`config.mk`:
```
export PLATFORM = sky130hd
export DESIGN_NAME = image_frame_sequencer_flat
export DESIGN_NICKNAME = d
export VERILOG_FILES = /design/src/rtl/image_frame_sequencer_pkg.sv /design/src/rtl/image_frame_sequencer_if.sv /design/src/rtl/image_frame_sequencer_fletcher32_accum.sv /design/src/rtl/image_frame_sequencer.sv /design/src/flat_wrapper.sv
export SDC_FILE = /design/constraint.sdc
export NUM_CORES = 1
export LEC_CHECK = 0
export ABC_AREA = 1
export CORE_ASPECT_RATIO = 1.5
export CORE_MARGIN = 2
export CORE_UTILIZATION = 53
export DETAILED_ROUTE_END_ITERATION = 16
export PLACE_DENSITY = 0.78
export SLEW_MARGIN = 20
export SYNTH_ARGS = -nofsm -noshare
export SYNTH_HDL_FRONTEND = slang
export SYNTH_SLANG_ARGS = --single-unit
```
`constraint.sdc`:
```
create_clock -name clk -period 6.1 [get_ports clk]
set_input_delay 1.83 -clock clk [delete_from_list [all_inputs] [get_ports clk]]
set_output_delay 1.83 -clock clk [all_outputs]
set_load 0.1 [all_outputs]
```
`src/rtl/image_frame_sequencer_pkg.sv`:
```
// Shared types and helpers for the image frame sequencer: FSM state encoding,
// Fletcher modulus and the host word-order byte swaps.
package image_frame_sequencer_pkg;

    localparam int FletcherModulus = 65535;

    typedef logic [15:0] word_t;

    typedef enum logic [2:0] {
        StIdle   = 3'd0,
        StHeader = 3'd1,
        StPixels = 3'd2,
        StCksum0 = 3'd3,
        StCksum1 = 3'd4,
        StPad    = 3'd5,
        StDone   = 3'd6
    } seqState_e;

    function automatic word_t swap16(input word_t w);
        return {w[7:0], w[15:8]};
    endfunction

    // Host order of the checksum: low half first, each half byte-swapped.
    function automatic logic [31:0] swap32(input logic [31:0] c);
        return {c[7:0], c[15:8], c[23:16], c[31:24]};
    endfunction

endpackage

```
`src/rtl/image_frame_sequencer_if.sv`:
```
// Pixel input and framed output stream handshakes of the sequencer.
interface image_frame_sequencer_if;
    import image_frame_sequencer_pkg::*;

    logic  in_valid;
    logic  in_ready;
    word_t in_data;
    logic  out_valid;
    logic  out_ready;
    word_t out_data;

    modport master (
        input  in_valid, in_data, out_ready,
        output in_ready, out_valid, out_data
    );

    modport slave (
        output in_valid, in_data, out_ready,
        input  in_ready, out_valid, out_data
    );

endinterface

```
`src/rtl/image_frame_sequencer_fletcher32_accum.sv`:
```
// Fletcher-32 running accumulator over 16-bit host words; dout = {b, a}.
module fletcher32_accum
    import image_frame_sequencer_pkg::*;
(
    input  logic        clk,
    input  logic        rst_n,
    input  logic        clr,
    input  logic        en,
    input  logic [15:0] din,
    output logic [31:0] dout
);

    logic [15:0] sumA;
    logic [15:0] sumB;
    logic [15:0] sumANext;

    // Single conditional subtract, so 0xFFFF folds to 0.
    function automatic logic [15:0] modAdd(input logic [15:0] x, input logic [15:0] y);
        logic [16:0] s;
        s = {1'b0, x} + {1'b0, y};
        if (s >= 17'(FletcherModulus)) s = s - 17'(FletcherModulus);
        return s[15:0];
    endfunction

    always_comb sumANext = modAdd(sumA, din);

    always_ff @(posedge clk or negedge rst_n) begin
        if (!rst_n) begin
            sumA <= '0;
            sumB <= '0;
        end else if (clr) begin
            sumA <= '0;
            sumB <= '0;
        end else if (en) begin
            sumA <= sumANext;
            sumB <= modAdd(sumB, sumANext);
        end
    end

    assign dout = {sumB, sumA};

endmodule

```
`src/rtl/image_frame_sequencer.sv`:
```
// Frames one image: header words, (thumbnail-filtered) pixels, Fletcher-32
// checksum and zero padding, as a single valid/ready output stream.
module image_frame_sequencer
    import image_frame_sequencer_pkg::*;
#(
    parameter int HeaderWordCount = 8,
    parameter int DimWidth        = 12
) (
    input  logic                               clk,
    input  logic                               rst_n,
    input  logic                               start,
    input  logic [DimWidth-1:0]                cfg_width,
    input  logic [DimWidth-1:0]                cfg_height,
    input  logic [3:0]                         cfg_period,
    input  logic [3:0]                         cfg_keep,
    input  logic [15:0]                        cfg_pad_words,
    output logic [$clog2(HeaderWordCount)-1:0] hdr_idx,
    input  logic [15:0]                        hdr_data,
    image_frame_sequencer_if.master            io,
    output logic                               busy,
    output logic                               done
);

    localparam int HdrIdxW = $clog2(HeaderWordCount);

    localparam logic [2:0] IDLE   = StIdle;
    localparam logic [2:0] HEADER = StHeader;
    localparam logic [2:0] PIXELS = StPixels;
    localparam logic [2:0] CKSUM0 = StCksum0;
    localparam logic [2:0] CKSUM1 = StCksum1;
    localparam logic [2:0] PAD    = StPad;
    localparam logic [2:0] DONE   = StDone;

    logic [2:0]          state;
    logic [DimWidth-1:0] widthR, heightR, xCnt, yCnt;
    logic [3:0]          periodR, keepR, xPhase, yPhase;
    logic [15:0]         padR, padCnt;
    logic [HdrIdxW-1:0]  hdrIdx;
    logic [31:0]         cksum, cksumHost;
    logic [15:0]         outData;
    logic                outValid, inReady, outHs, inHs, keepPix, lastPix, lastCol;

    assign cksumHost = swap32(cksum);
    assign keepPix   = (xPhase < keepR) && (yPhase < keepR);
    assign lastCol   = (xCnt == widthR - DimWidth'(1));
    assign lastPix   = lastCol && (yCnt == heightR - DimWidth'(1));

    always_comb begin
        outValid = 1'b0;
        inReady  = 1'b0;
        outData  = '0;
        case (state)
            HEADER: begin
                outValid = 1'b1;
                outData  = hdr_data;
            end
            PIXELS: begin
                // Dropped pixels are swallowed without touching the output.
                if (keepPix) begin
                    outValid = io.in_valid;
                    inReady  = io.out_ready;
                    outData  = io.in_data;
                end else begin
                    inReady = 1'b1;
                end
            end
            CKSUM0: begin
                outValid = 1'b1;
                outData  = cksumHost[31:16];
            end
            CKSUM1: begin
                outValid = 1'b1;
                outData  = cksumHost[15:0];
            end
            PAD:     outValid = 1'b1;
            default: ;
        endcase
    end

    assign outHs = outValid && io.out_ready;
    assign inHs  = io.in_valid && inReady;

    fletcher32_accum uAccum (
        .clk  (clk),
        .rst_n(rst_n),
        .clr  (start && (state == IDLE)),
        .en   (outHs && ((state == HEADER) || (state == PIXELS))),
        .din  (swap16(outData)),
        .dout (cksum)
    );

    always_ff @(posedge clk) begin
        if ((state == IDLE) && start) begin
            widthR  <= cfg_width;
            heightR <= cfg_height;
            periodR <= cfg_period;
            keepR   <= cfg_keep;
            padR    <= cfg_pad_words;
        end
    end

    always_ff @(posedge clk or negedge rst_n) begin
        if (!rst_n) begin
            state  <= IDLE;
            hdrIdx <= '0;
            xCnt   <= '0;
            yCnt   <= '0;
            xPhase <= '0;
            yPhase <= '0;
            padCnt <= '0;
        end else begin
            case (state)
                IDLE: if (start) begin
                    hdrIdx <= '0;
                    xCnt   <= '0;
                    yCnt   <= '0;
                    xPhase <= '0;
                    yPhase <= '0;
                    state  <= HEADER;
                end
                HEADER: if (outHs) begin
                    if (hdrIdx == HdrIdxW'(HeaderWordCount - 1)) begin
                        hdrIdx <= '0;
                        state  <= PIXELS;
                    end else begin
                        hdrIdx <= hdrIdx + HdrIdxW'(1);
                    end
                end
                PIXELS: if (inHs) begin
                    if (lastPix) state <= CKSUM0;
                    if (lastCol) begin
                        xCnt   <= '0;
                        xPhase <= '0;
                        yCnt   <= yCnt + DimWidth'(1);
                        yPhase <= (yPhase == periodR - 4'd1) ? 4'd0 : yPhase + 4'd1;
                    end else begin
                        xCnt   <= xCnt + DimWidth'(1);
                        xPhase <= (xPhase == periodR - 4'd1) ? 4'd0 : xPhase + 4'd1;
                    end
                end
                CKSUM0: if (outHs) state <= CKSUM1;
                CKSUM1: if (outHs) begin
                    padCnt <= '0;
                    state  <= (padR == 16'd0) ? DONE : PAD;
                end
                PAD: if (outHs) begin
                    if (padCnt == padR - 16'd1) state <= DONE;
                    else padCnt <= padCnt + 16'd1;
                end
                DONE:    state <= IDLE;
                default: state <= IDLE;
            endcase
        end
    end

    assign io.out_valid = outValid;
    assign io.out_data  = outData;
    assign io.in_ready  = inReady;
    assign hdr_idx      = hdrIdx;
    assign busy         = (state != IDLE);
    assign done         = (state == DONE);

endmodule

```
`src/flat_wrapper.sv`:
```
// flat-port wrapper written by rule: the top's interface ports become plain ports
module image_frame_sequencer_flat import image_frame_sequencer_pkg::*;
#(
    parameter int HeaderWordCount = 8,
    parameter int DimWidth        = 12
)
  (clk, rst_n, start, cfg_width, cfg_height, cfg_period, cfg_keep, cfg_pad_words, hdr_idx, hdr_data, busy, done, io_in_valid, io_in_data, io_out_ready, io_in_ready, io_out_valid, io_out_data);
  image_frame_sequencer_if io_i ();
  input  logic clk;
  input  logic rst_n;
  input  logic start;
  input  logic [DimWidth-1:0] cfg_width;
  input  logic [DimWidth-1:0] cfg_height;
  input  logic [3:0] cfg_period;
  input  logic [3:0] cfg_keep;
  input  logic [15:0] cfg_pad_words;
  output logic [$clog2(HeaderWordCount)-1:0] hdr_idx;
  input  logic [15:0] hdr_data;
  output logic busy;
  output logic done;
  input wire logic [$bits(io_i.in_valid)-1:0] io_in_valid;
  input wire logic [$bits(io_i.in_data)-1:0] io_in_data;
  input wire logic [$bits(io_i.out_ready)-1:0] io_out_ready;
  output wire logic [$bits(io_i.in_ready)-1:0] io_in_ready;
  output wire logic [$bits(io_i.out_valid)-1:0] io_out_valid;
  output wire logic [$bits(io_i.out_data)-1:0] io_out_data;
  assign io_i.in_valid = io_in_valid;
  assign io_i.in_data = io_in_data;
  assign io_i.out_ready = io_out_ready;
  assign io_in_ready = io_i.in_ready;
  assign io_out_valid = io_i.out_valid;
  assign io_out_data = io_i.out_data;
  image_frame_sequencer #(.HeaderWordCount(HeaderWordCount), .DimWidth(DimWidth)) u_core (.clk(clk), .rst_n(rst_n), .start(start), .cfg_width(cfg_width), .cfg_height(cfg_height), .cfg_period(cfg_period), .cfg_keep(cfg_keep), .cfg_pad_words(cfg_pad_words), .hdr_idx(hdr_idx), .hdr_data(hdr_data), .io(io_i), .busy(busy), .done(done));
endmodule
```
==> results.json, run 1 <==
{
  "rows": 65,
  "hpwl_mm": 26.41,
  "cap_violations": 0,
  "vdd.ir_drop.worst_mv": 0.5667,
  "vias": 12660,
  "syn_inst": 1638,
  "clock_sinks": 134,
  "layout.nets": 2115,
  "end_kind": "register",
  "coreArea_sq_um": 20820,
  "drt_iter0_drc": 1136,
  "hold_violations": 0,
  "cts_buffers": 17,
  "finalPower_mw": 10.31,
  "grt_pass1_wl_mm": 57.02,
  "hold_class": "register to register",
  "layout-drive-gt1-share_pct": 25.23,
  "place_inst": 2155,
  "cp.required_ns": 6.47,
  "overflow": 0,
  "syn2layout_area_growth_pct": 40.38,
  "fin_skew_ns": 0.01533,
  "cts_max_level": 4,
  "cp.arrival_ns": 6.75,
  "min_path_cells": 2,
  "start_util_pct": 53.58,
  "status": "complete, but fails checks",
  "wl_per_cell_um": 17.12,
  "clock_path_buffers": 2,
  "portBuffers": 107,
  "yosys_warnings": 0,
  "design_area_sq_um": 15660,
  "rsz0062_at_grt": "true",
  "async_flop_share_pct": 64.18,
  "tritoncts": "built",
  "synth_nets": 1780,
  "dp_slack_ns": -0.9221,
  "critical_path_class": "input pin to register",
  "tightest_slew_ns": 0.9917,
  "stdcell_count": 2254,
  "wl_mm": 38.58,
  "synth_area_per_cell_sq_um": 6.811,
  "first_pass_iters": 5,
  "place_congestion": 1.021,
  "die-area_sq_um": 22250,
  "setup_viol": 16,
  "fillers": 1473,
  "fmax_mhz": 156.8,
  "grt_usage_pct": 32.60,
  "tns_ns": -3.323,
  "whs_ns": 0.5304,
  "maxSlewHeadroom_pct": 33.68,
  "drc": 0,
  "grt_pass1_vias": 12130,
  "finalCoreUtilization_pct": 75.22,
  "vias_per_cell": 5.618,
  "diodes": 0,
  "io-pin-count": 108,
  "start_kind": "input pin",
  "die-width_um": 122.5,
  "syn-cell-area_sq_um": 11160,
  "layout_worst_path_cycle_share_pct": 104.6,
  "leakage_nw": 7.688,
  "reg2regPathDepth": 44,
  "root_buffer": "clkbuf_16",
  "cp_common_cell": "nand2_2",
  "critPathMaxFanout": 7,
  "synth_edf_count": 48,
  "clkTransAtPathRegs_ns": 0.07,
  "grt_max_degree": 49,
  "antenna_left": 0,
  "slowest_stage": "fa_2",
  "violations": "negative setup slack",
  "ys_seq_area_share_pct": 32.21,
  "power_density_nw_per_um2": 658.3,
  "clock_latency_ns": 0.44,
  "grt_antenna_before_repair": 0,
  "setup_slack_ns": -0.2778,
  "holdBufCountCts": 0,
  "slew_violations": 0,
  "fp.dieH_um": 181.7,
  "place_area_sq_um": 13680,
  "critPathMaxStageDelay_ns": 0.45,
  "synth_cell_types": 48,
  "min_period_ns": 6.378,
  "synth_ff_type": "dfrtp_1",
  "synth_seq_cells": 134
}
## final cells by class
class	instances	area, sq um	share of cell area, %
multi-input combinational	1261	7450	47.57
sequential	134	3593	22.95
timing repair buffer	341	2846	18.18
inverter	218	823.3	5.257
clock buffer	22	496.7	3.172
tap	268	335.3	2.141
clock inverter	10	115.1	0.7351
## flip-flops by register name, indices dropped and copies added, names as in the netlist
signal              cells
u_core.padCnt          16
u_core.padR            16
u_core.uAccum.sumA     16
u_core.uAccum.sumB     16
u_core.heightR         12
u_core.widthR          12
u_core.xCnt            12
u_core.yCnt            12
u_core.keepR            4
u_core.periodR          4
u_core.xPhase           4
u_core.yPhase           4
u_core.hdr_idx          3
u_core.state            3
## worst max-delay path: cells and delay by family
kind                     cells  cell delay (ns)
AND/OR/NAND/NOR             26             2.86
adder cells (fa/ha/maj)      4             1.08
buffers and inverters        5             0.56
XOR/XNOR                     1             0.19
AO/OA/AOI/OAI                1             0.17
## repair_timing
| action | CTS | global route |
|---|---|---|
| gates resized for setup | 68 | 131 |
| endpoints found under the hold margin | 0 | 0 |
| gates cloned | 2 | 0 |
| buffers inserted | 31 | 34 |
| pin swaps | 56 | 71 |
| endpoints found under the setup margin | 16 | 16 |
## per-layer routing
| metal | global-route usage (%) | share of wire, % | up-vias |
|---|---|---|---|
| met5 | 0 | 0 | - |
| met4 | 19.91 | 7.6 | 0 |
| met3 | 5.339 | 6.8 | 215 |
| met2 | 58.71 | 50 | 638 |
| met1 | 34.82 | 35 | 5841 |
| li1 | - | - | 5969 |
## synth_stat cells (3+ instances only)
library cell | count | share of area [%]
nand2_1 | 526 | 18
inv_1 | 211 | 7.1
nand3_1 | 169 | 7.6
nor2_1 | 162 | 5.5
dfrtp_1 | 86 | 19
xor2_1 | 60 | 4.7
ha_1 | 55 | 6.2
nand4_1 | 55 | 3.1
edfxtp_1 | 48 | 13
a21oi_1 | 41 | 1.8
o21ai_0 | 39 | 1.7
nand2_2 | 29 | 1.6
nor3_1 | 26 | 1.2
xnor2_1 | 23 | 1.8
clkbuf_1 | 10 | 0.34
o21ai_1 | 10 | 0.45
buf_2 | 8 | 0.36
nor2_2 | 7 | 0.39
a21o_1 | 6 | 0.40
inv_2 | 6 | 0.20
nor4_1 | 6 | 0.34
or2_2 | 5 | 0.28
a31oi_1 | 4 | 0.22
nand3b_1 | 4 | 0.27
xnor3_1 | 4 | 0.81
xor2_2 | 4 | 0.58
and2_1 | 3 | 0.17
buf_6 | 3 | 0.30
o22ai_1 | 3 | 0.17
## worst paths after layout
path | start | endpoint | slack [ns]
worst max register to register | u_core.xPhase[3] | u_core.uAccum.sumB[5] | -0.11
worst min-delay path | u_core.uAccum.sumA[15] | u_core.uAccum.sumA[15] | 0.53
max in group asynchronous | rst_n | u_core.padCnt[0] | 3.65
worst max-delay path | io_in_data[10] | u_core.uAccum.sumB[5] | -0.28
min in group asynchronous | rst_n | u_core.xCnt[8] | 1.41
worst min register to register | u_core.uAccum.sumA[15] | u_core.uAccum.sumA[15] | 0.53
## power breakdown
group	internal [mW]	switching [mW]	total, mW	leakage, nW
Combinational	3.23	4.55	7.78	5.78
Sequential	1.16	0.282	1.44	1.61
Clock	0.662	0.421	1.08	0.301
## layout by cell type, fill, tap and decap left out, types with 6 or more instances in the layout
master / n
dfrtp_1: 86
ha_4: 23
clkdlybuf4s50_1: 78
nand2_1: 471
a21oi_2: 11
a21oi_1: 29
nor2_1: 141
ha_1: 31
nor3_1: 26
nand2_2: 75
a21o_1: 6
nor2_4: 14
nand4_1: 55
buf_6: 9
inv_1: 197
edfxtp_1: 48
nand3_2: 20
xnor2_1: 22
inv_2: 18
nor2_2: 16
nor4_1: 6
o21ai_0: 38
xor2_1: 59
nand2_4: 11
clkbuf_16: 19
nand3_1: 148
o21ai_1: 11
buf_4: 242
## kinds of logic (layout without fill, tap and decap cells)
kind of cell | Yosys count | in the layout | share of synthesized area, %
XOR/XNOR | 91 | 91 | 7.907
flip-flops | 134 | 134 | 32.21
adder cells (fa/ha/maj) | 57 | 57 | 6.528
buffers and inverters | 245 | 591 | 8.883
AND/OR/NAND/NOR | 1000 | 1002 | 39.00
AO/OA/AOI/OAI | 111 | 111 | 5.473
Note: power is estimated with default switching activity, not from simulation.
==> run 2, diff against run 1 <==
--- a/config.mk
+++ b/config.mk
@@ -6,11 +6,13 @@
 export NUM_CORES = 1
 export LEC_CHECK = 0
 export ABC_AREA = 1
+export CELL_PAD_IN_SITES_DETAIL_PLACEMENT = 0
+export CELL_PAD_IN_SITES_GLOBAL_PLACEMENT = 1
 export CORE_ASPECT_RATIO = 1.5
 export CORE_MARGIN = 2
-export CORE_UTILIZATION = 53
+export CORE_UTILIZATION = 38
 export DETAILED_ROUTE_END_ITERATION = 16
-export PLACE_DENSITY = 0.78
+export PLACE_DENSITY_LB_ADDON = 0.1
 export SLEW_MARGIN = 20
 export SYNTH_ARGS = -nofsm -noshare
 export SYNTH_HDL_FRONTEND = slang
==> run 2 against run 1 <==
The run still ends with negative setup slack left; via count down 6.0%; core utilization shrank 19 points; wire length down 0.25%; first-iteration DRC count shrank 52%; count of clock-buffer cells in the layout decreased by 1; worst hold slack worse by 0.0068 ns; maximum frequency increased by 4.1%; power is 0.55% lower; critical path type unchanged; largest power group unchanged.
==> results.json, run 2 (synthesized netlist as in run 1, its figures left out) <==
{
  "status": "complete, but fails checks",
  "violations": "negative setup slack",
  "layout-drive-gt1-share_pct": 26.73,
  "grt_usage_pct": 25.45,
  "clock_latency_ns": 0.45,
  "grt_pass1_vias": 12100,
  "antenna_left": 0,
  "drt_iter0_drc": 544,
  "portBuffers": 107,
  "place_area_sq_um": 14180,
  "vias": 11900,
  "root_buffer": "clkbuf_16",
  "fin_skew_ns": 0.01381,
  "min_period_ns": 6.129,
  "start_kind": "input pin",
  "rsz0062_at_grt": "true",
  "layout.nets": 2138,
  "register_area_sq_um": 3593,
  "vias_per_cell": 4.962,
  "whs_ns": 0.5236,
  "power_density_nw_per_um2": 635.8,
  "design_area_sq_um": 16120,
  "die-width_um": 143.9,
  "vdd.ir_drop.worst_mv": 0.3673,
  "grt_antenna_before_repair": 0,
  "critPathMaxStageDelay_ns": 0.43,
  "clkTransAtPathRegs_ns": 0.06,
  "fmax_mhz": 163.2,
  "layout_worst_path_cycle_share_pct": 100.5,
  "hpwl_mm": 29.65,
  "tritoncts": "built",
  "fp.dieH_um": 213.8,
  "final_common_cell": "nand2_1",
  "hold_class": "register to register",
  "fillers": 2819,
  "layout_common_cells": "nand2_1 (469), buf_4 (264), inv_1 (197)",
  "tightest_slew_ns": 1.034,
  "grt_max_degree": 53,
  "grt_pass1_wl_mm": 59.66,
  "tns_ns": -0.09041,
  "io-pin-count": 108,
  "slew_violations": 0,
  "cap_violations": 0,
  "wl_per_cell_um": 16.04,
  "end_kind": "register",
  "clock_sinks": 134,
  "setup_slack_ns": -0.02854,
  "cp.arrival_ns": 6.51,
  "critPathTopFamily": "simple AND/OR/NAND/NOR gates",
  "rows": 76,
  "diodes": 0,
  "r2r_slack_ns": 0.04,
  "overflow": 0,
  "critPathMaxFanout": 3,
  "cts_buffers": 17,
  "clock_path_buffers": 2,
  "slowest_stage": "fa_1",
  "first_pass_iters": 5,
  "holdBufCountCts": 0,
  "multi_input_area_sq_um": 7612,
  "coreArea_sq_um": 28810,
  "maxSlewHeadroom_pct": 30.99,
  "place_congestion": 0.9298,
  "start_util_pct": 38.72,
  "syn2layout_area_growth_pct": 44.54,
  "finalPower_mw": 10.25,
  "hold_violations": 0,
  "drc": 0,
  "dp_slack_ns": -1.047,
  "die-area_sq_um": 30770,
  "cts_max_level": 4,
  "leakage_nw": 7.855,
  "crit_buf_inv": 10,
  "cp.required_ns": 6.48,
  "critical_path_class": "input pin to register",
  "wl_mm": 38.49,
  "setup_viol": 6
}
==> run 2: cell count changes in the layout (fill, tap and decap cells not counted), sizes merged <==
cell	delta
clkinvlp	+3
nand3	+1
bufinv	+1
inv	-2
clkdlybuf4s50	-6
clkbuf	-1
dlygate4sd2	+6
buf	+22
clkinv	-1
==> run 2: routing by layer <==
metal	part of all wire (%)	vias to the layer above	global-route usage (%)
li1	-	6005	-
met1	36	5556	25.27
met2	55	238	49.46
met3	3.1	104	3.350
met4	6.2	0	15.15
met5	0	-	0
==> run 2: tightest hold or removal path: stages (launching register included) <==
cell,delay (ns)
dfrtp_1,0.37
nand2_1,0.06
nand2_1,0.06
==> run 2: metrics by stage <==
stage | util [%] | std cells
CTS | 53.72 | 2379
finish | 55.96 | 2399
detailed placement | 49.22 | 2322
global placement | 49.22 | 2322
floorplan | - | 1638
global route | 55.96 | 2399
==> run 2: path summary, 6_finish.rpt <==
path | start | end | cells past startpoint
hold reg to reg | u_core.uAccum.sumA[15] | u_core.uAccum.sumA[15] | 2
setup reg to reg | u_core.keepR[1] | u_core.uAccum.sumB[6] | 44
max in group asynchronous | rst_n | u_core.xPhase[3] | 2
setup / recovery | io_in_data[8] | u_core.uAccum.sumB[6] | 37
min in group asynchronous | rst_n | u_core.xCnt[11] | 1
hold / removal | u_core.uAccum.sumA[15] | u_core.uAccum.sumA[15] | 2
==> run 2: where the power goes <==
group          total [mW]  internal (mW)  switching (mW)  leakage, nW
Combinational        7.78           3.35            4.43         5.96
Sequential           1.40           1.16           0.236         1.61
Clock                1.07          0.654           0.420        0.284
Total                10.3           5.16            5.09         7.86
==> run 2: what timing repair did <==
item                       CTS  global route
cloned                       3             0
setup buffers               23            20
setup endpoints to repair   16            16
resized for setup          122           124
pin swaps                   77            74
==> run 2: layout make-up <==
cell class                      count  share of cell area, %
Multi-Input combinational cell   1262                  47.21
Sequential cell                   134                  22.29
Timing Repair Buffer              363                  18.66
Inverter                          218                  5.098
Tap cell                          390                  3.026
Clock buffer                       21                  2.794
Clock inverter                     11                 0.9234
